File: src/rtl/shift_reg_pkg.sv
// Shared encodings for the shift_reg_n operation select.
package shift_reg_pkg;

    typedef enum logic [1:0] {
        MODE_HOLD = 2'b00,
        MODE_SHR  = 2'b01,
        MODE_SHL  = 2'b10,
        MODE_LOAD = 2'b11
    } mode_e;

endpackage

File: src/rtl/dff_syn_n.sv
// WIDTH-bit flop bank with synchronous active-low reset, enable and reset value.
module dff_syn_n #(
    parameter int              WIDTH   = 8,
    parameter logic [WIDTH-1:0] RST_VAL = {WIDTH{1'b0}}
) (
    input  logic             clk,
    input  logic             rst_n_i,
    input  logic             en_i,
    input  logic [WIDTH-1:0] d_i,
    output logic [WIDTH-1:0] q_o
);

    logic [WIDTH-1:0] q_q;

    // Reset wins over enable on the same edge.
    always_ff @(posedge clk) begin
        if (!rst_n_i) begin
            q_q <= RST_VAL;
        end else if (en_i) begin
            q_q <= d_i;
        end
    end

    assign q_o = q_q;

endmodule

File: src/rtl/shift_reg_n.sv
// Universal shift register with rotate, parallel load and a saturating
// count of non-rotating shifts since the last load or reset.
module shift_reg_n
    import shift_reg_pkg::*;
#(
    parameter int               WIDTH   = 8,
    parameter logic [WIDTH-1:0] RST_VAL = {WIDTH{1'b0}}
) (
    input  logic                         clk,
    input  logic                         rst_n,
    input  logic                         en,
    input  logic [1:0]                   mode,
    input  logic                         rot,
    input  logic                         sin_r,
    input  logic                         sin_l,
    input  logic [WIDTH-1:0]             d,
    output logic [WIDTH-1:0]             q,
    output logic                         sout,
    output logic [$clog2(WIDTH+1)-1:0]   cnt,
    output logic                         empty
);

    localparam int CW = $clog2(WIDTH+1);

    logic [WIDTH-1:0] q_q, q_d;
    logic [CW-1:0]    cnt_q, cnt_d, cnt_inc;
    logic             empty_q, empty_d;

    always_comb begin
        q_d     = q_q;
        cnt_d   = cnt_q;
        // Count saturates at WIDTH while the data keeps shifting.
        cnt_inc = (cnt_q == CW'(WIDTH)) ? cnt_q : cnt_q + CW'(1);
        case (mode_e'(mode))
            MODE_SHR: begin
                q_d = {(rot ? q_q[0] : sin_r), q_q[WIDTH-1:1]};
                if (!rot) cnt_d = cnt_inc;
            end
            MODE_SHL: begin
                q_d = {q_q[WIDTH-2:0], (rot ? q_q[WIDTH-1] : sin_l)};
                if (!rot) cnt_d = cnt_inc;
            end
            MODE_LOAD: begin
                q_d   = d;
                cnt_d = '0;
            end
            default: ;
        endcase
        empty_d = (cnt_d == CW'(WIDTH));
    end

    dff_syn_n #(.WIDTH(WIDTH), .RST_VAL(RST_VAL)) u_q_reg (
        .clk     (clk),
        .rst_n_i (rst_n),
        .en_i    (en),
        .d_i     (q_d),
        .q_o     (q_q)
    );

    dff_syn_n #(.WIDTH(CW), .RST_VAL('0)) u_cnt_reg (
        .clk     (clk),
        .rst_n_i (rst_n),
        .en_i    (en),
        .d_i     (cnt_d),
        .q_o     (cnt_q)
    );

    dff_syn_n #(.WIDTH(1), .RST_VAL(1'b0)) u_empty_reg (
        .clk     (clk),
        .rst_n_i (rst_n),
        .en_i    (en),
        .d_i     (empty_d),
        .q_o     (empty_q)
    );

    assign q     = q_q;
    assign cnt   = cnt_q;
    assign empty = empty_q;
    assign sout  = (mode_e'(mode) == MODE_SHR) ? q_q[0] : q_q[WIDTH-1];

endmodule

File: config.mk
export PLATFORM = sky130hd
export DESIGN_NAME = shift_reg_n
export DESIGN_NICKNAME = d
export VERILOG_FILES = /design/src/rtl/shift_reg_pkg.sv /design/src/rtl/dff_syn_n.sv /design/src/rtl/shift_reg_n.sv
export SDC_FILE = /design/constraint.sdc
export NUM_CORES = 1
export LEC_CHECK = 0
export ABC_CLOCK_PERIOD_IN_PS = 1800
export CORE_MARGIN = 2
export CORE_UTILIZATION = 35
export DETAILED_ROUTE_END_ITERATION = 12
export PLACE_DENSITY = 0.74
export SETUP_SLACK_MARGIN = 0.2
export SYNTH_ARGS = -nofsm -noshare
export SYNTH_HDL_FRONTEND = slang
export SYNTH_SLANG_ARGS = --single-unit
File: constraint.sdc
create_clock -name clk -period 1.8 [get_ports clk]
set_clock_uncertainty 0.2 [all_clocks]
set_input_delay 0.18 -clock clk [delete_from_list [all_inputs] [get_ports clk]]
set_output_delay 0.18 -clock clk [all_outputs]
set_load 0.05 [all_outputs]
==> impl_results.md, run 1 <==
* Status: finished clean
* Initial Util at 0.371
* Post-Syn Area at 828 µm²
* Crit Path Category: reg2reg
* Peak supply drop at 0.000496 V
* Worst Path Required at ~1.8 ns
* GRT Total Usage at 0.201
* Final ANT Viol Nets at 0
* Slew HR at 0.714
* Clock buffer depth at 2
* CTS Hold Bufs at 0
* Syn Nets at approximately 120
* Mean post-synth cell area at around 8.4 µm²
* Routed vias at 960
* Skew-Pair Late Insertion Delay at ~0.27 ns
* Initial antenna violation count at 0
* Max-Cap Viols at 0
* Router iterations before antenna repair at 4
* Iteration-0 DRC Markers at 16
* # port buffers at 29
* CTS H-Tree Depth at 1
* Post-place setup slack at -0.396 ns
* Final setup margin at ~0.18 ns
* Synth Instances at 99
* RD Place Congestion at roughly 0.86
* PwrDens at 578 mW/mm²
* Final TNS setup at 0 ns
* Post-synth cell types at 29
* Drt wl/cell at 14.6 µm
* FP Rows at 17
* Worst setup EP type: flop
* Routed Wire Length at approximately 2600 µm
* Final Critical Period at 1.62 ns
* HP Start: mode[1]
* Crit path launch: u_cnt_reg.q_o[0]
* Post-DP HPWL at about 1900 µm
* DRC Markers at 0
* Critical Path AT at roughly 1.6 ns
* Root buffer cell: clkbuf_4
* Achievable clock frequency at slightly above 600 MHz
* Aggregate global routing overflow at 0
* Seq/Total Area, Yosys at 0.314
* CTS tree: built
* Final setup fails at 0
* Leakage at around 0.59 nW
* CORE AREA at roughly 0.0022 mm²
* WP buf/inv at 1
* Largest net degree at the start of global routing at 13
* Post-layout nets at ~170
* Vert. Die Dim at between 50 and 60 µm
* Hold Vio Cnt, Final at 0
* Clock buffer count from CTS at 3
* HP Class: in2reg
* Max Slew Vio Count at 0
* Critical-path top delay cell: dfxtp_4
* Critical R2R Launch: u_cnt_reg.q_o[0]
* Measured slew at the worst slew-check pin at between 0.4 and 0.5 ns
* # clock sinks at 13
* Ant. Diodes at 0
* Final period utilization at 0.902
* Drt via density at roughly 5.5
* Layout cells sized above 1 at 0.426
* Chip Width at between 50 and 60 µm
* Number of global-route vias before repair at 963
* CP cell instances: buf_4 -> nand4b_1 -> a21o_1 -> a21oi_1 -> o32ai_2
* Max incr delay on CP at 0.39 ns
* Fill count at a little over 200
* Clk pin slew, worst setup/hold paths at roughly 0.08 ns
* Kind of start point of the critical path: flop
* CP delay by family, top: compound AO/OA/AOI/OAI gates
* RSZ-0062 raised after global routing: true
* Ys Warns at 0
* Synth Register Bits at 13
* Critical Path Fanout Max at 4
* Global-route wire length before repair at 4110 µm
* Num ports at 30
* Die ar. at about 0.0028 mm²
* Area Overhead vs Synth at 69.8%
## final cells by class
cell class / count / area [µm²] / area share
Inverter: 5 / 21.3 / 0.0151
Sequential cell: 13 / 270 / 0.192
Tap cell: 28 / 35.0 / 0.0249
Multi-Input combinational cell: 75 / 628 / 0.447
Clock buffer: 4 / 26.3 / 0.0187
Timing Repair Buffer: 51 / 425 / 0.302
## Yosys cell counts, drive strengths merged
library cell	number	area [µm²]
a21oi	13	65.1
a21o	3	22.5
nor4b	1	8.76
and2b	1	7.51
o21a	1	7.51
clkbuf	5	20.0
o221ai	1	8.76
a211o	1	8.76
nor2b	1	6.26
o211a	1	10.0
o311ai	1	8.76
nand2b	4	32.5
a221oi	8	70.1
a211oi	1	7.51
o21ai	8	40.0
mux2	3	33.8
nor2	3	11.3
o32ai	1	8.76
o22a	1	8.76
ha	6	75.1
nor3	2	10.0
dfxtp	13	260
buf	1	11.3
inv	5	18.8
o21bai	1	7.51
nand2	11	41.3
nand4b	2	17.5
## kinds of logic after synthesis
family,after synthesis,share of synthesized area
AO/OA/AOI/OAI,41,0.331
buffers and inverters,11,0.0604
multiplexers,3,0.0408
adder cells (fa/ha/maj),6,0.0906
AND/OR/NAND/NOR,25,0.163
flip-flops,13,0.314
## sequential cells by signal, summed over array words and instances (netlist names)
register,count
u_cnt_reg.q_o,4
u_empty_reg.q_o,1
u_q_reg.q_o,8
## metrics by stage
stage	power, mW	std cells	utilization	hold slack (ns)	cell area (µm²)
2_1_floorplan	0.483	99	-	0.0650	845
3_3_place_gp	0.603	166	0.554	0.268	1240
3_5_place_dp	0.609	166	0.554	0.264	1240
4_1_cts	0.809	174	0.603	0.281	1350
5_1_grt	0.859	176	0.630	0.310	1410
6_report	0.814	176	0.630	0.277	1410
## cell usage in the layout (no fill, tap or decap), types with 3 or more instances in the layout
cell type and instances:
clkdlybuf4s50_1 12, nor2_1 3, nand2_1 10, a21oi_1 12, a21o_1 3, a221oi_1 8, ha_4 5, dfxtp_1 9
o21ai_0 8, buf_4 35, clkbuf_4 3
## power breakdown
part	switching (mW)	internal (mW)	total [mW]	leakage, nW
logic	0.165	0.143	0.308	0.468
registers	0.0220	0.304	0.325	0.109
clock network	0.0941	0.0860	0.180	0.0150
## worst reg2reg max path, cell delays in order (launching register included)
cell      delay [ns]
dfxtp_4         0.39
buf_4           0.13
nand4b_1        0.17
a21o_1          0.23
a21oi_1         0.26
o32ai_2         0.13
## repair_timing
item | in CTS | in global routing
buffers inserted | 4 | 2
setup endpoints to repair | 14 | 8
resized for setup | 14 | 9
pin swaps | 1 | 4
## layer usage
metal	vias to the layer above	global-route usage	part of all wire	wire length, µm
met5	-	0	0	0
met4	0	0.141	0.036	93
met3	8	0.0371	0.058	150
met2	41	0.335	0.50	1290
met1	439	0.228	0.40	1030
li1	472	-	-	-
## final timing paths
path,end,slack (ns),cells past startpoint
max reg2reg,u_empty_reg.q_o,0.18,5
max,u_empty_reg.q_o,0.18,5
min,u_q_reg.q_o[0],0.28,5
min reg2reg,u_q_reg.q_o[2],0.29,2
(Power assumes the default switching activity.)
==> run 2, diff against run 1 <==
--- a/config.mk
+++ b/config.mk
@@ -9,7 +9,7 @@
 export CORE_MARGIN = 2
 export CORE_UTILIZATION = 35
 export DETAILED_ROUTE_END_ITERATION = 12
-export PLACE_DENSITY = 0.74
+export PLACE_DENSITY = 0.65
 export SETUP_SLACK_MARGIN = 0.2
 export SYNTH_ARGS = -nofsm -noshare
 export SYNTH_HDL_FRONTEND = slang
==> impl_results.md, run 2 (synthesized netlist as in run 1, its figures left out) <==
* Drt via density at 5.63 (was 5.45)
* Clock Power Share at 0.225 (was 0.221)
* Final setup margin at 0.218 ns (was 0.176 ns)
* Finished Layout Cells at 175 (was 176)
* Num ports at 30 (unchanged)
* Slack of the worst reg-to-reg path at 0.22 ns (was 0.18 ns)
* Worst setup EP type: flop (unchanged)
* Initial Util at 0.371 (unchanged)
* Max-Cap Viols at 0 (unchanged)
* HP Class: reg2reg (was in2reg)
* Sw frac at 0.354 (was 0.346)
* Layout cells sized above 1 at 0.415 (was 0.426)
* Post-layout nets at 170 (was 171)
* Levels on crit path at 5 (unchanged)
* Critical R2R Launch: u_cnt_reg.q_o[0] (unchanged)
* Final core occ at 0.636 (was 0.630)
* Final TNS setup at 0 ns (unchanged)
* Slew HR at 0.793 (was 0.714)
* Peak supply drop at 0.000464 V (was 0.000496 V)
* Achievable clock frequency at 632 MHz (was 616 MHz)
* Critical-path top delay cell: dfxtp_4 (unchanged)
* WHS at 0.287 ns (was 0.277 ns)
* Drt wl/cell at 15.3 µm (was 14.6 µm)
* Worst Path Required at 1.75 ns (about the same)
* CTS H-Tree Depth at 1 (unchanged)
* Root buffer cell: clkbuf_4 (unchanged)
* CTS tree: built (unchanged)
* Crit path launch: u_cnt_reg.q_o[0] (unchanged)
* Global-route wire length before repair at 4260 µm (was 4110 µm)
* FF-to-FF path depth at 5 (unchanged)
* DRC Markers at 0 (unchanged)
* Max incr delay on CP at 0.40 ns (was 0.39 ns)
* Die ar. at 0.00277 mm² (unchanged)
* Post-place setup slack at -0.388 ns (was -0.396 ns)
* Post-DP HPWL at 1780 µm (was 1860 µm)
* Measured slew at the worst slew-check pin at 0.310 ns (was 0.429 ns)
* Crit Path Category: reg2reg (unchanged)
* DP Area at 0.00124 mm² (unchanged)
* Largest net degree at the start of global routing at 13 (unchanged)
* Hold Vio Cnt, Final at 0 (unchanged)
* Largest register FFs at 8 (unchanged)
* Number of global-route vias before repair at 973 (was 963)
* # clock sinks at 13 (unchanged)
* Iteration-0 DRC Markers at 23 (was 16)
* Critical Path AT at 1.53 ns (was 1.58 ns)
* Max Slew Vio Count at 0 (unchanged)
* Clock buffer depth at 2 (unchanged)
* Kind of start point of the critical path: flop (unchanged)
* CP delay by family, top: compound AO/OA/AOI/OAI gates (unchanged)
* Sequential share of power at 0.393 (was 0.400)
* Skew-Pair Late Insertion Delay at 0.28 ns (was 0.27 ns)
* Switching power at 294 µW (was 281 µW)
* Clk pin slew, worst setup/hold paths at 0.09 ns (was 0.08 ns)
* Final Critical Period at 1.58 ns (was 1.62 ns)
* Router iterations before antenna repair at 4 (unchanged)
* Final ANT Viol Nets at 0 (unchanged)
* GRT Total Usage at 0.208 (was 0.201)
* # port buffers at 29 (unchanged)
* Most frequent cells in the layout: 34 x buf_4, 12 x a21oi_1, 12 x clkdlybuf4s50_1 (was 35 x buf_4, 12 x a21oi_1, 12 x clkdlybuf4s50_1)
* Internal power at 537 µW (was 532 µW)
* Final period utilization at 0.879 (was 0.902)
* RSZ-0062 raised after global routing: true (unchanged)
* RD Place Congestion at 0.828 (was 0.863)
* Chip Width at 52.6 µm (unchanged)
* Critical Path Fanout Max at 4 (unchanged)
* WP buf/inv at 1 (unchanged)
* Area Overhead vs Synth at 71.4% (was 69.8%)
* Routed vias at 986 (was 960)
* Final setup fails at 0 (unchanged)
* Clock buffer count from CTS at 3 (unchanged)
* # placed instances at 166 (unchanged)
* Commonest non-fill, non-tap cell in the layout: buf_4 (unchanged)
* CORE AREA at 0.00223 mm² (unchanged)
* Critical Path End: u_empty_reg.q_o (unchanged)
* Reg2Reg Capture Point: u_empty_reg.q_o (unchanged)
* Leakage at 0.593 nW (was 0.592 nW)
* Total Power at 831 µW (was 814 µW)
* Comb power frac at 0.382 (was 0.379)
* Post-route cell area at 0.00142 mm² (was 0.00141 mm²)
* PwrDens at 585 mW/mm² (was 578 mW/mm²)
* Routed Wire Length at 2680 µm (was 2570 µm)
* Ant. Diodes at 0 (unchanged)
* CP cell instances: buf_4 -> nand4b_1 -> a21o_1 -> a21oi_1 -> o32ai_2 (unchanged)
* FP Rows at 17 (unchanged)
* Vert. Die Dim at 52.6 µm (unchanged)
* Aggregate global routing overflow at 0 (unchanged)
* Initial antenna violation count at 0 (unchanged)
* Status: finished clean (unchanged)
run 2: worst reg2reg max path: stages (launching register included):
cell      delay [ns]
dfxtp_4         0.40
buf_4           0.13
nand4b_1        0.18
a21o_1          0.23
a21oi_1         0.22
o32ai_2         0.11
run 2: how the worst min path moves through the flow:
stage / depth (start not counted) / end / slack (ns) / from
final: 2 / u_q_reg.q_o[4] / 0.29 / u_q_reg.q_o[5]
after global routing: 2 / u_q_reg.q_o[2] / 0.31 / u_q_reg.q_o[3]
after CTS: 2 / u_q_reg.q_o[4] / 0.28 / u_q_reg.q_o[5]
after detailed placement: 2 / u_empty_reg.q_o / 0.28 / u_empty_reg.q_o
after global placement: 2 / u_q_reg.q_o[6] / 0.27 / u_q_reg.q_o[5]
after floorplan: 1 / u_cnt_reg.q_o[2] / 0.06 / en
run 2: layout make-up:
class	instances	area [µm²]
fillers	199	813
clock buffers	4	26.3
repair buffers	50	423
multi-input cells	75	642
inverters	5	23.8
flip-flops and latches	13	270
well taps	28	35.0
run 2: metal layers:
| layer | GRT usage | routed length (µm) | up-vias | part of all wire |
|---|---|---|---|---|
| met2 | 0.377 | 1390 | 41 | 0.52 |
| met3 | 0.0486 | 169 | 4 | 0.063 |
| met1 | 0.239 | 1080 | 473 | 0.40 |
| li1 | - | - | 468 | - |
| met4 | 0.0598 | 46 | 0 | 0.017 |
| met5 | 0 | 0 | - | 0 |
run 2: power by group through the flow:
stage / registers [mW] / logic [mW] / clock network (mW)
6_report: 0.327 / 0.317 / 0.187
5_1_grt: 0.329 / 0.337 / 0.215
4_1_cts: 0.326 / 0.301 / 0.197
3_5_place_dp: 0.331 / 0.276 / 0
3_3_place_gp: 0.331 / 0.274 / 0
2_1_floorplan: 0.386 / 0.0977 / 0
run 2: timing repair:
| item | 4_1_cts | 5_1_grt |
|---|---|---|
| pin swaps | 5 | 4 |
| setup endpoints to repair | 14 | 7 |
| gates resized for setup | 18 | 7 |
| buffers inserted | 5 | 0 |
| hold buffers | 0 | 0 |
==> run 3, diff against run 2 <==
--- a/config.mk
+++ b/config.mk
@@ -6,6 +6,7 @@
 export NUM_CORES = 1
 export LEC_CHECK = 0
 export ABC_CLOCK_PERIOD_IN_PS = 1800
+export CORE_ASPECT_RATIO = 0.6
 export CORE_MARGIN = 2
 export CORE_UTILIZATION = 35
 export DETAILED_ROUTE_END_ITERATION = 12
==> impl_results.md, run 3 (synthesized netlist as in run 1, its figures left out) <==
* Status: finished clean (unchanged)
* Final setup fails at 0 (unchanged)
* CTS tree: built (unchanged)
* Aggregate global routing overflow at 0 (unchanged)
* Initial antenna violation count at 0 (unchanged)
* Commonest non-fill, non-tap cell in the layout: buf_4 (unchanged)
* Root buffer cell: clkbuf_8 (was clkbuf_4)
* Routed Wire Length at 2810 µm (was 2680 µm)
* # clock sinks at 13 (unchanged)
* Iteration-0 DRC Markers at 71 (was 23)
* Critical Path Fanout Max at 5 (was 4)
* Achievable clock frequency at 627 MHz (was 632 MHz)
* Vert. Die Dim at 41.7 µm (was 52.6 µm)
* Ant. Diodes at 0 (unchanged)
* Final period utilization at 0.886 (was 0.879)
* Post-DP HPWL at 1850 µm (was 1780 µm)
* FP Rows at 13 (was 17)
* Largest net degree at the start of global routing at 13 (unchanged)
* Num ports at 30 (unchanged)
* FF-to-FF path depth at 5 (unchanged)
* Kind of start point of the critical path: flop (unchanged)
* Die ar. at 0.00278 mm² (was 0.00277 mm²)
* Skew-Pair Late Insertion Delay at 0.25 ns (was 0.28 ns)
* # placed instances at 165 (was 166)
* Most frequent cells in the layout: 33 x buf_4, 12 x clkdlybuf4s50_1, 10 x nand2_1, 10 x a21oi_1, 9 x dfxtp_1 (was 34 x buf_4, 12 x a21oi_1, 12 x clkdlybuf4s50_1)
* Reg2Reg Capture Point: u_empty_reg.q_o (unchanged)
* Worst setup EP type: flop (unchanged)
* Drt wl/cell at 15.9 µm (was 15.3 µm)
* GRT Total Usage at 0.213 (was 0.208)
* Post-layout nets at 170 (unchanged)
* Global-route wire length before repair at 4430 µm (was 4260 µm)
* Max Slew Vio Count at 0 (unchanged)
* Peak supply drop at 0.000478 V (was 0.000464 V)
* Area Overhead vs Synth at 75.4% (was 71.4%)
* Clock buffer count from CTS at 3 (unchanged)
* CTS Hold Bufs at 0 (unchanged)
* Largest register FFs at 8 (unchanged)
* Hold Vio Cnt, Final at 0 (unchanged)
* Measured slew at the worst slew-check pin at 0.311 ns (was 0.310 ns)
* HP Class: reg2reg (unchanged)
* Leakage at 0.608 nW (was 0.593 nW)
* Critical R2R Launch: u_cnt_reg.q_o[0] (unchanged)
* Finished Layout Cells at 177 (was 175)
* Crit Path Category: reg2reg (unchanged)
* Number of global-route vias before repair at 907 (was 973)
* Final Critical Period at 1.60 ns (was 1.58 ns)
* RSZ-0062 raised after global routing: true (unchanged)
* Slack of the worst reg-to-reg path at 0.20 ns (was 0.22 ns)
* Max-Cap Viols at 0 (unchanged)
* # port buffers at 29 (unchanged)
* Chip Width at 66.8 µm (was 52.6 µm)
* Final core occ at 0.662 (was 0.636)
* Fill count at 181 (was 199)
* Min-Delay Endpoint: u_q_reg.q_o[6] (was u_q_reg.q_o[4])
* Routed vias at 995 (was 986)
* CORE AREA at 0.00220 mm² (was 0.00223 mm²)
* Drt via density at 5.62 (was 5.63)
* Slew HR at 0.792 (was 0.793)
* Final TNS setup at 0 ns (unchanged)
* Final ANT Viol Nets at 0 (unchanged)
* Clk pin slew, worst setup/hold paths at 0.06 ns (was 0.09 ns)
* Hold Path Stages at 2 (unchanged)
* Layout cells sized above 1 at 0.442 (was 0.415)
* DRC Markers at 0 (unchanged)
* Clock buffer depth at 2 (unchanged)
* HP Start: u_q_reg.q_o[5] (unchanged)
* PwrDens at 643 mW/mm² (was 585 mW/mm²)
* Router iterations before antenna repair at 4 (unchanged)
* Critical Path AT at 1.56 ns (was 1.53 ns)
* CTS H-Tree Depth at 1 (unchanged)
* Initial Util at 0.377 (was 0.371)
* RD Place Congestion at 0.898 (was 0.828)
* Worst Path Required at 1.77 ns (was 1.75 ns)
-- run 3: cell counts in the layout (fill, tap and decap cells not counted) --
No cell type changed its count.
-- run 3: final cells by class --
| class | instances | area [µm²] | area share |
|---|---|---|---|
| inverter | 5 | 23.8 | 0.0164 |
| clock buffer | 4 | 45.0 | 0.0310 |
| multi-input combinational | 75 | 649 | 0.447 |
| tap | 30 | 37.5 | 0.0258 |
| sequential | 13 | 270 | 0.186 |
| timing repair buffer | 50 | 427 | 0.294 |
-- run 3: worst max path at each step --
stage	from	end	slack [ns]	cells past startpoint
4_1_cts	u_cnt_reg.q_o[0]	u_empty_reg.q_o	0.15	6
5_1_grt	u_cnt_reg.q_o[0]	u_empty_reg.q_o	0.14	5
6_report	u_cnt_reg.q_o[0]	u_empty_reg.q_o	0.20	5
3_3_place_gp	mode[0]	u_empty_reg.q_o	-0.32	7
2_1_floorplan	u_cnt_reg.q_o[1]	u_empty_reg.q_o	0.14	6
3_5_place_dp	mode[0]	u_empty_reg.q_o	-0.44	7
-- run 3: power by group --
part           leakage (nW)  internal (mW)  switching, mW
Clock                0.0228          0.157          0.119
Sequential            0.109          0.304         0.0257
Combinational         0.476          0.152          0.176
-- run 3: critical path, cell delays in order, from the launching register on --
cell and delay, ns:
dfxtp_4 0.41, ha_4 0.15, nand2b_4 0.07, a21o_1 0.18
a211o_1 0.31, o32ai_2 0.19
-- run 3: metrics by stage --
| step | hold slack, ns | area, µm² | setup slack, ns | power, mW |
|---|---|---|---|---|
| global route | 0.304 | 1450 | 0.142 | 0.974 |
| CTS | 0.283 | 1410 | 0.150 | 0.914 |
| detailed placement | 0.271 | 1220 | -0.444 | 0.604 |
| floorplan | 0.0650 | 845 | 0.142 | 0.483 |
| global placement | 0.266 | 1220 | -0.319 | 0.602 |
| finish | 0.281 | 1450 | 0.204 | 0.934 |
-- run 3: timing repair --
| action | 4_1_cts | 5_1_grt |
|---|---|---|
| cloned | 0 | 0 |
| setup endpoints to repair | 14 | 4 |
| gates resized for setup | 23 | 6 |
| pin swaps | 6 | 11 |
| setup buffers | 6 | 2 |
-- run 3: routing by layer --
metal / vias up / routed length, µm / GRT usage
met3: 8 / 210 / 0.0867
met2: 41 / 1300 / 0.310
met4: 0 / 57 / 0.0653
met5: - / 0 / 0
li1: 472 / - / -
met1: 474 / 1240 / 0.288
